<file path="config.mk">
export PLATFORM = sky130hd
export DESIGN_NAME = acc_control_unit_flat
export DESIGN_NICKNAME = d
export VERILOG_FILES = /design/src/rtl/acc_control_unit_if.sv /design/src/rtl/acc_control_unit.sv /design/src/flat_wrapper.sv
export SDC_FILE = /design/constraint.sdc
export NUM_CORES = 1
export LEC_CHECK = 0
export BUFFER_PORTS_ARGS = -buffer_cell sky130_fd_sc_hd__clkbuf_2
export CAP_MARGIN = 40
export CORE_MARGIN = 5
export CORE_UTILIZATION = 50
export CTS_BUF_LIST = sky130_fd_sc_hd__clkbuf_4
export CTS_CLUSTER_DIAMETER = 100
export DETAILED_ROUTE_END_ITERATION = 8
export PLACE_DENSITY = 0.85
export SLEW_MARGIN = 20
export SYNTH_ARGS = -nofsm -noshare
export SYNTH_HDL_FRONTEND = slang
export SYNTH_SLANG_ARGS = --single-unit
</file>
<file path="constraint.sdc">
create_clock -name clk -period 2.1 [get_ports clk]
set_clock_uncertainty 0.15 [all_clocks]
set_input_delay 0.105 -clock clk [delete_from_list [all_inputs] [get_ports clk]]
set_output_delay 0.105 -clock clk [all_outputs]
set_load 0.01 [all_outputs]
</file>
<file path="src/rtl/acc_control_unit_if.sv">
// Control-unit <-> datapath/memory bundle for the 8-bit accumulator CPU.
// master = sequencer side (drives ALU control, strobes, PC); slave = datapath side.
interface acc_control_unit_if #(
    parameter int PC_W   = 4,
    parameter int ADDR_W = 4
);
    logic              run;
    logic [7:0]        instr;
    logic              acc_zero;
    logic [PC_W-1:0]   imem_addr;
    logic [2:0]        alu_op;
    logic              alu_en;
    logic              alu_src_imm;
    logic              acc_we;
    logic              acc_src_mem;
    logic [ADDR_W-1:0] dmem_addr;
    logic              dmem_re;
    logic              dmem_we;
    logic              halted;
    logic              illegal;

    modport master (
        input  run, instr, acc_zero,
        output imem_addr, alu_op, alu_en, alu_src_imm, acc_we, acc_src_mem,
               dmem_addr, dmem_re, dmem_we, halted, illegal
    );

    modport slave (
        output run, instr, acc_zero,
        input  imem_addr, alu_op, alu_en, alu_src_imm, acc_we, acc_src_mem,
               dmem_addr, dmem_re, dmem_we, halted, illegal
    );
endinterface

</file>
<file path="src/rtl/acc_control_unit.sv">
// Multi-cycle fetch/decode/exec sequencer for the 8-bit accumulator CPU (CU_ILLEGAL_TRAP_EN traps opcodes D/E).
// Latency: 2 cycles NOP/STA/JMP/JZ/HLT, 3 immediate ALU ops, 4 memory ALU ops and LDA.
// Backpressure: none; memory is fixed-latency and all outputs are Moore-decoded from state and ir.
module acc_control_unit #(
    parameter int PC_W   = 4,
    parameter int ADDR_W = 4
) (
    input  logic                clk,
    input  logic                rst_n,
    acc_control_unit_if.master  bus
);
    localparam logic [2:0] S_IDLE   = 3'd0;
    localparam logic [2:0] S_FETCH  = 3'd1;
    localparam logic [2:0] S_DECODE = 3'd2;
    localparam logic [2:0] S_MEM    = 3'd3;
    localparam logic [2:0] S_EXEC   = 3'd4;
    localparam logic [2:0] S_HALT   = 3'd5;

    localparam logic [3:0] OP_NOP  = 4'h0;
    localparam logic [3:0] OP_ADD  = 4'h1;
    localparam logic [3:0] OP_SUB  = 4'h2;
    localparam logic [3:0] OP_AND  = 4'h3;
    localparam logic [3:0] OP_OR   = 4'h4;
    localparam logic [3:0] OP_ADDI = 4'h5;
    localparam logic [3:0] OP_SUBI = 4'h6;
    localparam logic [3:0] OP_ANDI = 4'h7;
    localparam logic [3:0] OP_ORI  = 4'h8;
    localparam logic [3:0] OP_LDA  = 4'h9;
    localparam logic [3:0] OP_STA  = 4'hA;
    localparam logic [3:0] OP_JMP  = 4'hB;
    localparam logic [3:0] OP_JZ   = 4'hC;
    localparam logic [3:0] OP_UNDD = 4'hD;
    localparam logic [3:0] OP_UNDE = 4'hE;
    localparam logic [3:0] OP_HLT  = 4'hF;

    logic [2:0]      state;
    logic [PC_W-1:0] pc;
    logic [7:0]      ir;
    logic [3:0]      opc;
    logic [PC_W-1:0] jmp_tgt;

    assign opc     = ir[7:4];
    assign jmp_tgt = PC_W'(ir[3:0]);

    always_ff @(posedge clk) begin
        if (!rst_n) begin
            state <= S_IDLE;
            pc    <= '0;
            ir    <= '0;
        end else begin
            case (state)
                S_IDLE: begin
                    if (bus.run) state <= S_FETCH;
                end
                S_FETCH: begin
                    ir    <= bus.instr;
                    pc    <= pc + PC_W'(1);
                    state <= S_DECODE;
                end
                S_DECODE: begin
                    case (opc)
                        OP_ADD, OP_SUB, OP_AND, OP_OR, OP_LDA: state <= S_MEM;
                        OP_ADDI, OP_SUBI, OP_ANDI, OP_ORI:     state <= S_EXEC;
                        OP_JMP: begin
                            pc    <= jmp_tgt;
                            state <= S_FETCH;
                        end
                        OP_JZ: begin
                            // acc_zero here reflects the previous instruction's writeback
                            if (bus.acc_zero) pc <= jmp_tgt;
                            state <= S_FETCH;
                        end
                        OP_HLT: state <= S_HALT;
                        OP_UNDD, OP_UNDE: begin
`ifdef CU_ILLEGAL_TRAP_EN
                            state <= S_HALT;
`else
                            state <= S_FETCH;
`endif
                        end
                        default: state <= S_FETCH;
                    endcase
                end
                S_MEM:   state <= S_EXEC;
                S_EXEC:  state <= S_FETCH;
                S_HALT:  state <= S_HALT;
                default: state <= S_IDLE;
            endcase
        end
    end

`ifdef CU_ILLEGAL_TRAP_EN
    logic illegal_q;

    always_ff @(posedge clk) begin
        if (!rst_n) begin
            illegal_q <= 1'b0;
        end else if (state == S_DECODE && (opc == OP_UNDD || opc == OP_UNDE)) begin
            illegal_q <= 1'b1;
        end
    end

    assign bus.illegal = illegal_q;
`else
    assign bus.illegal = 1'b0;
`endif

    logic [2:0] alu_op_c;
    logic       alu_en_c;
    logic       alu_src_imm_c;
    logic       acc_we_c;
    logic       acc_src_mem_c;
    logic       dmem_re_c;
    logic       dmem_we_c;

    always_comb begin
        alu_op_c      = 3'b000;
        alu_en_c      = 1'b0;
        alu_src_imm_c = 1'b0;
        acc_we_c      = 1'b0;
        acc_src_mem_c = 1'b0;
        dmem_re_c     = 1'b0;
        dmem_we_c     = 1'b0;
        case (state)
            S_DECODE: begin
                case (opc)
                    OP_ADD, OP_SUB, OP_AND, OP_OR, OP_LDA: dmem_re_c = 1'b1;
                    OP_STA:                                dmem_we_c = 1'b1;
                    default: ;
                endcase
            end
            S_EXEC: begin
                case (opc)
                    OP_ADD, OP_ADDI: alu_op_c = 3'b001;
                    OP_SUB, OP_SUBI: alu_op_c = 3'b010;
                    OP_AND, OP_ANDI: alu_op_c = 3'b011;
                    OP_OR,  OP_ORI:  alu_op_c = 3'b100;
                    default:         alu_op_c = 3'b000;
                endcase
                if (opc == OP_LDA) begin
                    acc_we_c      = 1'b1;
                    acc_src_mem_c = 1'b1;
                end else if (opc >= OP_ADD && opc <= OP_ORI) begin
                    alu_en_c      = 1'b1;
                    acc_we_c      = 1'b1;
                    alu_src_imm_c = (opc >= OP_ADDI);
                end
            end
            default: ;
        endcase
    end

    assign bus.imem_addr   = pc;
    assign bus.dmem_addr   = ADDR_W'(ir[3:0]);
    assign bus.alu_op      = alu_op_c;
    assign bus.alu_en      = alu_en_c;
    assign bus.alu_src_imm = alu_src_imm_c;
    assign bus.acc_we      = acc_we_c;
    assign bus.acc_src_mem = acc_src_mem_c;
    assign bus.dmem_re     = dmem_re_c;
    assign bus.dmem_we     = dmem_we_c;
    assign bus.halted      = (state == S_HALT);
endmodule

</file>
<file path="src/flat_wrapper.sv">
// flat-port wrapper written by rule: the top's interface ports become plain ports
module acc_control_unit_flat 
#(
    parameter int PC_W   = 4,
    parameter int ADDR_W = 4
)
  (clk, rst_n, bus_run, bus_instr, bus_acc_zero, bus_imem_addr, bus_alu_op, bus_alu_en, bus_alu_src_imm, bus_acc_we, bus_acc_src_mem, bus_dmem_addr, bus_dmem_re, bus_dmem_we, bus_halted, bus_illegal);
  acc_control_unit_if #(.PC_W(PC_W), .ADDR_W(ADDR_W)) bus_i ();
  input  logic clk;
  input  logic rst_n;
  input wire logic [$bits(bus_i.run)-1:0] bus_run;
  input wire logic [$bits(bus_i.instr)-1:0] bus_instr;
  input wire logic [$bits(bus_i.acc_zero)-1:0] bus_acc_zero;
  output wire logic [$bits(bus_i.imem_addr)-1:0] bus_imem_addr;
  output wire logic [$bits(bus_i.alu_op)-1:0] bus_alu_op;
  output wire logic [$bits(bus_i.alu_en)-1:0] bus_alu_en;
  output wire logic [$bits(bus_i.alu_src_imm)-1:0] bus_alu_src_imm;
  output wire logic [$bits(bus_i.acc_we)-1:0] bus_acc_we;
  output wire logic [$bits(bus_i.acc_src_mem)-1:0] bus_acc_src_mem;
  output wire logic [$bits(bus_i.dmem_addr)-1:0] bus_dmem_addr;
  output wire logic [$bits(bus_i.dmem_re)-1:0] bus_dmem_re;
  output wire logic [$bits(bus_i.dmem_we)-1:0] bus_dmem_we;
  output wire logic [$bits(bus_i.halted)-1:0] bus_halted;
  output wire logic [$bits(bus_i.illegal)-1:0] bus_illegal;
  assign bus_i.run = bus_run;
  assign bus_i.instr = bus_instr;
  assign bus_i.acc_zero = bus_acc_zero;
  assign bus_imem_addr = bus_i.imem_addr;
  assign bus_alu_op = bus_i.alu_op;
  assign bus_alu_en = bus_i.alu_en;
  assign bus_alu_src_imm = bus_i.alu_src_imm;
  assign bus_acc_we = bus_i.acc_we;
  assign bus_acc_src_mem = bus_i.acc_src_mem;
  assign bus_dmem_addr = bus_i.dmem_addr;
  assign bus_dmem_re = bus_i.dmem_re;
  assign bus_dmem_we = bus_i.dmem_we;
  assign bus_halted = bus_i.halted;
  assign bus_illegal = bus_i.illegal;
  acc_control_unit #(.PC_W(PC_W), .ADDR_W(ADDR_W)) u_core (.clk(clk), .rst_n(rst_n), .bus(bus_i));
endmodule
</file>
==> results_dict.tcl <==
set metrics [dict create \
    via_per_inst 5.20 \
    cts_tree "yes" \
    hp-start "bus_instr[4]" \
    internal-power_mw 0.502 \
    hold_viol 0 \
    crit_type "reg2out" \
    rr_worst_depth 4 \
    cp.required_ps 1850 \
    synth_seq_cells 18 \
    multiInputGateArea_um2 537 \
    ctsResizeCount 0 \
    synth_area_um2 987 \
    period_needed_ps 1870 \
    dp_hpwl_um 1600 \
    cts_setup_buffers 0 \
    fmax_ghz 0.536 \
    p_leak_nw 0.510 \
    ys_seq_area_share_pct 36.5 \
    p_clk_share_pct 24.0 \
    timing.hold.ws_ps 10.6 \
    grt_max_degree 16 \
    place_ws_ps 321 \
    power.density_nw_per_um2 585 \
    r2r-start "u_core.state[0]" \
    syn-num-nets 135 \
    yosysUniqueCellTypes 42 \
    syn_avg_cell_area_um2 8.09 \
    synth_edf_count 0 \
    irDropWorstVdd_mv 0.492 \
    grtUsageTotal_pct 16.2 \
    synthTopCellsByArea "dfxtp_1, a21oi_1, nand2_1" \
    worst_pin_slew_ps 500 \
    worstSetupStartpointType "flop" \
    synth_top_area_share_pct 36.5 \
    p_switching_mw 0.203 \
    clk_pin_slew_worst_paths_ps 100 \
    die_w_um 54.4 \
    nFillCells 178 \
    grt_pass1_vias 790 \
    grt_overflow 0 \
    drt-total-wl_um 2240 \
    antenna_cells 0 \
    finalSetupViolCount 0 \
    cp-startpoint "u_core.ir[6]" \
    post-route-period-util_pct 88.9 \
    placed_cell_area_um2 1100 \
    switching_share_pct 28.8 \
    dieArea_um2 2960 \
    worst_slack_ps 234 \
    synth_flop_cell "dfxtp_1" \
    grt_pass1_wl_um 3580 \
    die_h_um 54.4 \
    cts_root_buf "clkbuf_4" \
    max-cap-violations 0 \
    portBuffers 29 \
    clk_path_buf_depth 2 \
    cts_made_buffers 3 \
    syn_inst 122 \
    start_util_pct 51.4 \
    clkLatencyLatePin_ps 290 \
    crit_fanout 11 \
    fp-row-count 16 \
    arrival_ps 1610 \
    final_nets 166 \
    gp_congestion 0.751 \
    area_delta_synth_final_pct 22.1 \
    vias 925 \
    yosysWarnings 0 \
    drc_errors 0 \
    async_flop_share_pct 0 \
    core_area_um2 1920 \
    min_path_cells 3 \
    tns_ps 0 \
    firstDrtPassIters 5 \
    wire_per_inst_um 12.6 \
    seqPwrFrac_pct 55.8 \
    slew_violations 0 \
    layout-drive-gt1-share_pct 24.5 \
    io_pins 31 \
    cts_sinks 18 \
    seq_area_um2 360 \
    rrSetupSlack_ps 270 \
    slew_headroom_pct 66.5 \
    status "finished, final reports clean" \
    htree_num_levels 1 \
    min_path_type "in2reg" \
    combPwrFrac_pct 20.2 \
    design_area_um2 1200 \
    drtIter0Drc 17 \
    end_kind "output port" \
    ant_nets 0 \
    synth_top_cell_by_area "dfxtp_1" \
    power.total_mw 0.705 \
    grt_antenna_before_repair 0 \
    rsz0062_at_grt "no" \
]
-- critical path: stages, from the launching register on --
cell,delay [ps]
dfxtp_1,500
or3b_1,370
a21oi_1,150
o21a_1,170
clkbuf_2,140
-- power by group through the flow --
stage | clock network (mW) | registers [mW] | logic [mW]
after floorplan | 0 | 0.387 | 0.114
after global placement | 0 | 0.398 | 0.127
after detailed placement | 0 | 0.400 | 0.130
after CTS | 0.174 | 0.393 | 0.143
after global routing | 0.189 | 0.397 | 0.160
final | 0.169 | 0.393 | 0.143
-- timing repair --
action / CTS / global route
hold buffers: 8 / 0
endpoints found under the hold margin: 11 / 0
endpoints found under the setup margin: 0 / 0
-- cell type report --
cell class	instances	share of cell area, %
multi-input combinational	88	44.5
inverter	3	0.935
clock buffer	3	1.87
tap	27	2.80
sequential	18	29.9
timing repair buffer	39	19.9
-- cells in the mapped netlist (all sizes together), types with 2 or more instances --
cell,instances
dfxtp,18
nand2,14
a21oi,12
nor2,10
buf,9
and2,4
clkbuf,4
nand2b,4
nor3,4
o21ai,4
a31oi,3
inv,3
nor2b,3
nor3b,3
mux2i,2
nand3,2
nor4bb,2
o21a,2
or3b,2
-- cells in the final DEF, fill, tap and decap left out, drive strengths merged, types with 4 or more instances in the layout --
| master | count |
|---|---|
| nor2 | 10 |
| and2 | 4 |
| nand2 | 14 |
| clkbuf | 32 |
| dlygate4sd3 | 8 |
| nor3 | 4 |
| dfxtp | 18 |
| a21oi | 12 |
| nand2b | 4 |
| o21ai | 4 |
-- through the flow --
step           std cells  utilization (%)
6_report             178             62.7
5_1_grt              178             62.7
4_1_cts              178             62.7
3_5_place_dp         167             57.4
3_3_place_gp         167             57.4
2_1_floorplan        122                -
-- layer usage --
| layer | share of wire [%] | up-vias | GRT usage [%] | wire, um |
|---|---|---|---|---|
| met4 | 0.85 | 0 | 6.22 | 19 |
| met3 | 6.1 | 3 | 2.45 | 137 |
| met5 | 0 | - | 0 | 0 |
| met2 | 44 | 32 | 24.9 | 985 |
| met1 | 49 | 411 | 22.7 | 1100 |
| li1 | - | 479 | - | - |
-- how the worst max path moves through the flow --
stage	end	slack, ps	cells past startpoint
after CTS	bus_dmem_re	230	4
after global placement	flop	390	4
after floorplan	flop	480	5
after global routing	bus_dmem_re	100	4
final	bus_dmem_re	230	4
after detailed placement	flop	320	4
-- cell families after synthesis --
kind of cell               count (synthesis)  share of synthesized area, %
and+or+nand+nor                           52                          29.4
AOI/OAI and AO/OA                         29                          18.5
DFF                                       18                          36.5
buffers and inverters                     16                          9.12
adders and majority gates                  2                          2.28
xor gates and xnor gates                   2                          1.77
muxes                                      2                          2.03
other                                      1                         0.380
Note: power is estimated with default switching activity, not from simulation.
